### src/rtl/mem_dma_copy.sv
// rtl/mem_dma_copy.sv - block-copy engine sitting between the host bus and a single-port memory
// When idle, the host bus passes straight through. When started, it copies count words src->dst, one read and one write per word.
module mem_dma_copy #(
   parameter int word_size = 8,
   parameter int len_log_2 = 16
) (
   input  logic                 clk,
   input  logic                 reset,
   input  logic                 start,
   input  logic [len_log_2-1:0] src_addr,
   input  logic [len_log_2-1:0] dst_addr,
   input  logic [len_log_2-1:0] count,
   output logic                 busy,
   output logic                 done,
   input  logic [len_log_2-1:0] host_addr,
   input  logic [word_size-1:0] host_data_in,
   input  logic                 host_we,
   output logic [word_size-1:0] host_data_out,
   output logic [len_log_2-1:0] mem_addr,
   output logic [word_size-1:0] mem_data_in,
   output logic                 mem_we,
   input  logic [word_size-1:0] mem_data_out
);

   typedef enum logic [1:0] {IDLE, RD, WR, DONE} state_t;

   state_t               state_q, state_d;
   logic [len_log_2-1:0] src_q, src_d;
   logic [len_log_2-1:0] dst_q, dst_d;
   logic [len_log_2-1:0] rem_q, rem_d;
   logic [word_size-1:0] buf_q, buf_d;

   always_ff @(posedge clk or posedge reset) begin
      if (reset) begin
         state_q <= IDLE;
         src_q   <= '0;
         dst_q   <= '0;
         rem_q   <= '0;
         buf_q   <= '0;
      end else begin
         state_q <= state_d;
         src_q   <= src_d;
         dst_q   <= dst_d;
         rem_q   <= rem_d;
         buf_q   <= buf_d;
      end
   end

   always_comb begin
      state_d     = state_q;
      src_d       = src_q;
      dst_d       = dst_q;
      rem_d       = rem_q;
      buf_d       = buf_q;
      mem_addr    = host_addr;
      mem_data_in = host_data_in;
      mem_we      = 1'b0;
      unique case (state_q)
         IDLE: begin
            mem_we = host_we;
            if (start) begin
               src_d   = src_addr;
               dst_d   = dst_addr;
               rem_d   = count;
               state_d = (count == '0) ? DONE : RD;
            end
         end
         RD: begin
            mem_addr = src_q;
            buf_d    = mem_data_out;
            state_d  = WR;
         end
         WR: begin
            mem_addr    = dst_q;
            mem_data_in = buf_q;
            mem_we      = 1'b1;
            // Pointers wrap naturally at the address width.
            src_d       = src_q + 1'b1;
            dst_d       = dst_q + 1'b1;
            rem_d       = rem_q - 1'b1;
            state_d     = (rem_q == len_log_2'(1)) ? DONE : RD;
         end
         DONE: begin
            state_d = IDLE;
         end
         default: state_d = IDLE;
      endcase
   end

   assign busy          = (state_q == RD) || (state_q == WR);
   assign done          = (state_q == DONE);
   assign host_data_out = mem_data_out;

endmodule

### config.mk
export PLATFORM = sky130hd
export DESIGN_NAME = mem_dma_copy
export DESIGN_NICKNAME = d
export VERILOG_FILES = /design/src/rtl/mem_dma_copy.sv
export SDC_FILE = /design/constraint.sdc
export NUM_CORES = 1
export LEC_CHECK = 0
export ABC_CLOCK_PERIOD_IN_PS = 3500
export CAP_MARGIN = 20
export CORE_ASPECT_RATIO = 1.75
export CORE_MARGIN = 2
export CORE_UTILIZATION = 40
export CTS_BUF_LIST = sky130_fd_sc_hd__clkbuf_2
export DETAILED_ROUTE_END_ITERATION = 10
export PLACE_DENSITY_LB_ADDON = 0.12
export SLEW_MARGIN = 10
export SYNTH_ARGS = -nofsm -noshare
export SYNTH_HDL_FRONTEND = slang
export SYNTH_SLANG_ARGS = --single-unit
### constraint.sdc
create_clock -name clk -period 3.5 [get_ports clk]
set_input_delay 0.525 -clock clk [delete_from_list [all_inputs] [get_ports clk]]
set_output_delay 0.525 -clock clk [all_outputs]
set_load 0.005 [all_outputs]
# Word-level counts from Yosys, hierarchy flattened
# Cells that the tools add are included.
# word_totals
out_inout_bits	35
wordCells	31
inputBits	84
regBits	58
# op_classes
n_reduce_logical	5
n_addsub	3
n_mux	13
n_eq_ne	5
# op_table
operator	count
$pmux W16 S2	4
$mux W16	3
$add A16 B1 Y16 const B	2
$eq A16 B1 Y1 const B	1
$logic_not A16 Y1	1
$sub A16 B1 Y16 const B	1
$mux W8	1
$pmux W2 S4	1
$mux W2	3
$eq A2 B2 Y1 const B	2
$eq A2 B1 Y1 const B	1
$logic_not A2 Y1	1
$ne A2 B2 Y1 const B	1
$pmux W1 S2	1
$reduce_and A2 Y1	1
$reduce_bool A2 Y1	1
$logic_or A1 B1 Y1	1

# Longest topological paths before layout
# Gate-level depths: netlist (run 1).
# depth
depth_word	4
mapped_depth	9
mapped_depth_nobuf	6

# Worst setup path after synthesis (run 1)
# OpenSTA, ideal clock, no wires.
# synth_timing
kind	flip-flop to output port
from	reg state_q[0]
to	out mem_data_in[0]
t_arrival_ps	1651
path_buffers	3
path_stages_with_launch	7
setup_slack_ps	1324
cell_sequence	dfrtp_1 > inv_1 > ha_1 > buf_2 > clkbuf_1 > buf_2 > mux2_2
# synth_between
elab_chain_cells	2
# synth_lines
item	line_no	source
start: declaration	27	state_t state_q, state_d;
start signal: assignment	41	state_q <= state_d;
$eq A2 B2 Y1	58	unique case (state_q)
$mux W8	58	
end: declaration	20	output logic [word_size-1:0] mem_data_in,
# No other way between the ends.

# Worst setup path after layout (run 1)
# layout_timing
from	reg state_q[1]
to	out mem_addr[9]
# layout_between
elab_chain_cells	2
elab_cells_between_ends	3
# layout_lines
item	line_no	source
$eq A2 B2 Y1 or $eq A2 B1 Y1 (tied branches)	58	
$pmux W16 S2 *	58	
end: declaration	19	output logic [len_log_2-1:0] mem_addr,
# Every way passes the cells marked *; elsewhere a longest branch is shown, timed or not.

==> metrics.txt, run 1 <==
core area approximately 0.010 mm2; Max Clk Rate ~330 MHz; residual DRC count 0; Num CTS Buffers 9; VDD IR max around 0.5 mV; first-pass GRT wire length around 21000 um; outcome completed; Post-CTS Setup Bufs 0; Bufs on Longest Clock Path 2; crit-path max cell delay between 0.5 and 0.6 ns; Worst-path clk slew 0.18 ns; CTS root buffer clkbuf_2; worst skew pair latency roughly 0.5 ns; Arr. time, crit path approximately 2.5 ns; initial antenna violation count 1; Setup violations, final 0; CP endpoint kind primary output; CTS tree yes; sequential area share after synthesis around a third; Tcrit/Tclk final between 80% and 90%; gr ovfl total 0; Detailed Routing Iterations Pass 1 7; Post-DRT Antenna Nets 0; Worst Setup SP state_q[1]; metal1 wirelength around 5000 um; DRT iter0 DRCs about 300; PortBufs 118; Slew @ Worst Pin ~0.74 ns; DRT Wirelength 13400 um; crit path launch type register; WL met3 ~770 um; Fill cells 1008; Sequential Area between 0.001 and 0.0015 mm2; vias in the first global route roughly 4300; Top FF cell, synth dfrtp_1; DPL Wire Length a little under 10000 um; EDFF count, synth 0; P per Cell Area ~900 mW/mm2; Starting Density between 40% and 50%; io pins 119; highest metal used met4; layout net count 685; Leak roughly 0.0021 uW; Die Span X a little over 80 um; post-CTS sizing 0; GRT Resource Usage Total around 25%; H-tree lvl count 3; CP max FO 33; pre-CTS setup slack about 1.1 ns; Post-synth ARST share 100%; Max-slew headroom 50.9%; hold crit path type primary input to asynchronous set/reset pin; Post-Syn Area ~0.0041 mm2; Yosys reg bits 58; hold_buf cts 0; row count 49; final hold violation count 0; Slew Viols, Final 0; Post-Synthesis Cells about 500; metal2 WL roughly 7200 um; DR vias/cell roughly 6; area of the multi-input gates around 0.0024 mm2; Mean Syn Cell Area approximately 8.2 um2; skew final about 0.019 ns; Synth Net Count between 500 and 600; largest net degree at the start of global routing just under 70; Critical Path Slowest Stage Cell clkdlybuf4s50_1; layout cells sized above 1 around a tenth; fin crit period ~3 ns; PnR worst setup slack approximately 0.5 ns; CP Class register to primary output; Syn-to-layout area delta 33.5%; CP Cell Sequence inv_1 -> ha_1 -> buf_4 -> nor2_1 -> a31oi_1 -> clkdlybuf4s50_1; WL per Instance roughly 18 um; setup tns final 0 ns; Critical Path RT 2.97 ns; Yosys cell types between 50 and 60; maxcap violations 0; CTS sink count between 50 and 60; RSZ-0062 raised after global routing no; Vert. Die Dim ~140 um; GPL Wtd Cong approximately 0.84; total number of vias between 4000 and 5000; Critical R2R Launch state_q[0]; warnings from Yosys 0; Die ar. 0.0112 mm2
==> cell type report <==
type	count	area share, %
multi-input combinational	375	43.3
timing repair buffer	130	23.3
clock buffer	10	0.909
tap	127	2.89
clock inverter	6	1.91
antenna	1	0.0455
sequential	58	26.4
inverter	19	1.30
==> Yosys cell counts, types with 3 or more instances <==
cell type	n	area share, %
a21oi_1	59	7.2
a22oi_1	13	2.4
a2bb2oi_1	4	0.85
a31oi_1	12	1.8
and3_1	6	0.91
buf_1	7	0.64
buf_2	14	1.7
buf_4	8	1.5
clkbuf_1	21	1.9
dfrtp_1	58	35
ha_1	8	2.4
inv_1	18	1.6
mux2_2	18	4.9
mux2i_1	14	3.4
nand2_1	37	3.4
nand2b_1	4	0.61
nand3_1	29	3.5
nand4_1	11	1.7
nand4_2	3	0.91
nor2_1	46	4.2
nor3_1	9	1.1
nor3b_1	3	0.55
nor4_1	9	1.4
o21ai_0	17	2.1
o22a_1	5	1.1
o22ai_1	27	4.1
o311a_1	3	0.73
o32ai_1	3	0.64
or3_1	3	0.46
or4_1	3	0.55
==> state kept, by name (all words and copies together), names as in the netlist <==
register and count:
dst_q 16, state_q 2, rem_q 16, src_q 16, buf_q 8
==> final timing paths <==
path / endpoint / slack (ns) / depth (start not counted)
max: mem_addr[9] / 0.51 / 6
min in group clk: buf_q[6] / 0.53 / 1
min reg2reg: buf_q[6] / 0.53 / 1
min: rem_q[9] / 0.43 / 2
max in group asynchronous: buf_q[4] / 2.33 / 3
max reg2reg: rem_q[10] / 1.16 / 7
==> worst max-delay path: cells and delay by family (launching register included) <==
| kind | cells | cell delay, ns |
|---|---|---|
| buffers and inverters | 3 | 0.95 |
| adder cells (fa/ha/maj) | 1 | 0.29 |
| AO/OA/AOI/OAI | 1 | 0.17 |
| AND/OR/NAND/NOR | 1 | 0.09 |
| flip-flops | 1 | 0.45 |
==> metrics by stage <==
stage          total power, uW  util (%)  cell area (um2)  cells  hold WS, ns
6_report                  5090      54.1             5510    726        0.434
3_5_place_dp              4520      52.5             5350    709        0.496
2_1_floorplan             3290         -             4120    502        0.475
5_1_grt                   5500      54.1             5510    726        0.475
3_3_place_gp              4440      52.5             5350    709        0.489
4_1_cts                   5110      54.1             5500    725        0.428
==> layer usage <==
layer  vias up  global-route usage, %
li1       2047                      -
met1      2054                   27.9
met2       176                   43.5
met3        32                   4.44
met4         0                   12.7
met5         -                      0
==> layout by cell type, fill, tap and decap left out, drive strengths merged, types with 6 or more instances in the layout <==
cell type	count
nand3	30
mux2	18
nor3	9
nand2	37
nand4	14
nor2	46
dfrtp	58
nor4	11
clkdlybuf4s50	118
and3	6
a21oi	60
buf	12
ha	8
mux2i	14
o22ai	27
a22oi	13
clkbuf	10
a31oi	12
o21ai	17
inv	18
==> kinds of logic after synthesis <==
group	count (synthesis)	synth area share, %
AO/OA/AOI/OAI	155	23.3
multiplexers	32	8.31
adder cells (fa/ha/maj)	8	2.43
buffers and inverters	69	7.43
flip-flops	58	35.2
AND/OR/NAND/NOR	180	23.3
==> power breakdown <==
group | switching (uW) | leakage [uW] | internal, uW | total, uW
logic | 1530 | 0.00136 | 1460 | 3000
clock network | 271 | 0.0000957 | 308 | 578
registers | 508 | 0.000658 | 1010 | 1520
Note: power is estimated with default switching activity, not from simulation.
==> run 2, diff against run 1 <==
--- a/config.mk
+++ b/config.mk
@@ -9,11 +9,13 @@
 export CAP_MARGIN = 20
 export CORE_ASPECT_RATIO = 1.75
 export CORE_MARGIN = 2
-export CORE_UTILIZATION = 40
+export CORE_UTILIZATION = 54
 export CTS_BUF_LIST = sky130_fd_sc_hd__clkbuf_2
 export DETAILED_ROUTE_END_ITERATION = 10
+export MAX_ROUTING_LAYER = met4
 export PLACE_DENSITY_LB_ADDON = 0.12
 export SLEW_MARGIN = 10
 export SYNTH_ARGS = -nofsm -noshare
 export SYNTH_HDL_FRONTEND = slang
 export SYNTH_SLANG_ARGS = --single-unit
+export TNS_END_PERCENT = 100
==> run 2 against run 1 <==
  * Critical path depth decreased by 1
  * First-iteration DRC count is 1.0% higher
  * Clock-buffer cell count up 1
  * Die area decreased by 25%
  * Global-route usage is 7.3 points higher
  * Setup slack got worse by 0.24 ns
  * Highest routed layer unchanged
  * Cell count decreased by 5.1%
  * Combinational power about the same
  * Largest power group unchanged
==> metrics.txt, run 2 (synthesis results as in run 1) <==
Die ar. 0.00838 mm2 (-25%); WL per Instance 18.0 um (-2.7%); core area 0.00746 mm2 (-27%); Bufs on Longest Clock Path 2 (unchanged); vias in the first global route 4434 (+3.9%); post-CTS sizing 0 (unchanged); switching power 2260 uW (-2.0%); reg2reg end rem_q[10]; Post-CTS Setup Bufs 0 (unchanged); Clk pwr share 7.1% (-4.3 points); Post-DRT Antenna Nets 0 (unchanged); CP endpoint kind primary output; Comb pwr share 61.4% (+2.6 points); Worst-path clk slew 0.16 ns (-0.02 ns); Sequential Area 0.00145 mm2 (unchanged); setup tns final 0 ns (unchanged); first-pass GRT wire length 21000 um (-1.8%); hold_buf cts 0 (unchanged); CP max FO 65 (+97%); Slew @ Worst Pin 0.769 ns (+0.0332 ns); DRT Wirelength 12400 um (-7.7%); crit path launch type register; delay-heaviest family, CP buffers and inverters; outcome completed; sw frac 46.7% (+1.4 points); hold crit path type primary input to asynchronous set/reset pin; Worst Path Buf+Inv 2 (-1); DR vias/cell 6.38 (+7.5%); crit-path max cell delay 0.61 ns (+0.06 ns); gr ovfl total 0 (unchanged); Critical Path RT 2.97 ns (about the same); DPL Wire Length 9240 um (-6.3%); Critical R2R Launch state_q[0]; GPL Wtd Cong 0.904 (+7.4%); Setup violations, final 0 (unchanged); Num CTS Buffers 9 (unchanged); Post-DP Area 0.00530 mm2 (-0.87%); final hold violation count 0 (unchanged); Starting Density 55.3% (+15 points); leading cell types in the layout, fill and taps excluded clkdlybuf4s50_1, a21oi_1, dfrtp_1; row count 42 (-14%); area of the multi-input gates 0.00238 mm2 (unchanged); Max Clk Rate 309 MHz (-7.6%); Syn-to-layout area delta 30.5%; maxcap violations 0 (unchanged); residual DRC count 0 (unchanged); Reg power frac 31.5% (+1.7 points); Arr. time, crit path 2.71 ns (+0.24 ns); Top Registers dst_q (16), rem_q (16), src_q (16); CP Cell Sequence inv_1 -> ha_4 -> a22oi_1 -> a21oi_1 -> clkdlybuf4s50_1; R2R depth 7 (unchanged); VDD IR max 0.546 mV (+11%); Tcrit/Tclk final 92.4% (+7.0 points); io pins 119 (unchanged); Detailed Routing Iterations Pass 1 4 (-3); CTS sink count 58 (unchanged); fin crit period 3.23 ns (+0.245 ns); H-tree lvl count 3 (unchanged); CTS root buffer clkbuf_2; PortBufs 118 (unchanged); R2R Setup Slk 0.84 ns (-0.32 ns); Hold WS 0.289 ns (-0.146 ns); Fill cells 633 (-37%); initial antenna violation count 1 (unchanged); CTS tree yes; Die Span X 70.1 um (-13%); Slew Viols, Final 0 (unchanged); Int Pwr 2580 uW (-7.3%); P per Cell Area 900 mW/mm2 (-2.7%); RSZ-0062 raised after global routing no; total number of vias 4397 (+2.0%); CP Class register to primary output; fin area 0.00538 mm2 (-2.3%); Vert. Die Dim 120 um (-14%); layout cells sized above 1 10.0% (-0.20 points); most common cell after layout, fill and taps aside clkdlybuf4s50_1; Critical Path Slowest Stage Cell ha_4; worst skew pair latency 0.52 ns (about the same); GRT Resource Usage Total 32.1% (+7.3 points); Max-slew headroom 48.8% (-2.1 points); largest net degree at the start of global routing 66 (-4.3%); skew final 0.0133 ns (-0.00593 ns); DRT iter0 DRCs 301 (+1.0%); Leak 0.00209 uW (-1.5%); layout net count 687 (+0.29%)
-- run 2: cell count changes in the layout (fill, tap and decap cells not counted), sizes merged --
cell    delta
bufinv     -3
clkinv     +2
buf        +2
clkbuf     +1
-- run 2: per-stage QoR --
| stage | worst slack [ns] | total power, uW | cells | utilization, % |
|---|---|---|---|---|
| detailed placement | 0.854 | 4480 | 672 | 71.0 |
| global route | 0.0869 | 5260 | 689 | 72.1 |
| finish | 0.265 | 4840 | 689 | 72.1 |
| CTS | 0.234 | 4850 | 688 | 72.1 |
| floorplan | 1.32 | 3290 | 502 | - |
| global placement | 0.935 | 4380 | 672 | 71.0 |
-- run 2: routing by layer --
metal,share of wire (%),GRT usage (%)
met5,0,-
met4,4.1,17.8
met3,5.9,5.79
met2,53,55.4
met1,37,34.5
-- run 2: how the worst max path moves through the flow --
| stage | from | slack, ns | cells after the start | endpoint |
|---|---|---|---|---|
| after global placement | state_q[1] | 0.93 | 5 | mem_addr[11] |
| after global routing | state_q[0] | 0.09 | 5 | mem_addr[15] |
| after CTS | state_q[0] | 0.23 | 5 | mem_addr[14] |
| final | state_q[0] | 0.27 | 5 | mem_addr[14] |
| after floorplan | state_q[0] | 1.32 | 6 | mem_data_in[0] |
| after detailed placement | state_q[1] | 0.85 | 5 | mem_addr[11] |
-- run 2: power by group through the flow --
stage               clock (uW)  sequential [uW]  combinational, uW
floorplan                    0             1300               1990
global route               385             1570               3310
global placement             0             1510               2870
detailed placement           0             1520               2960
finish                     344             1520               2980
CTS                        354             1510               2980
-- run 2: cell type report --
cell class,instances,area share [%]
diodes,1,0.0465
clock buffers,11,1.02
clock inverters,5,0.395
inverters,19,1.33
multi-input cells,375,44.3
flip-flops and latches,58,27.0
well taps,88,2.05
repair buffers,132,23.9
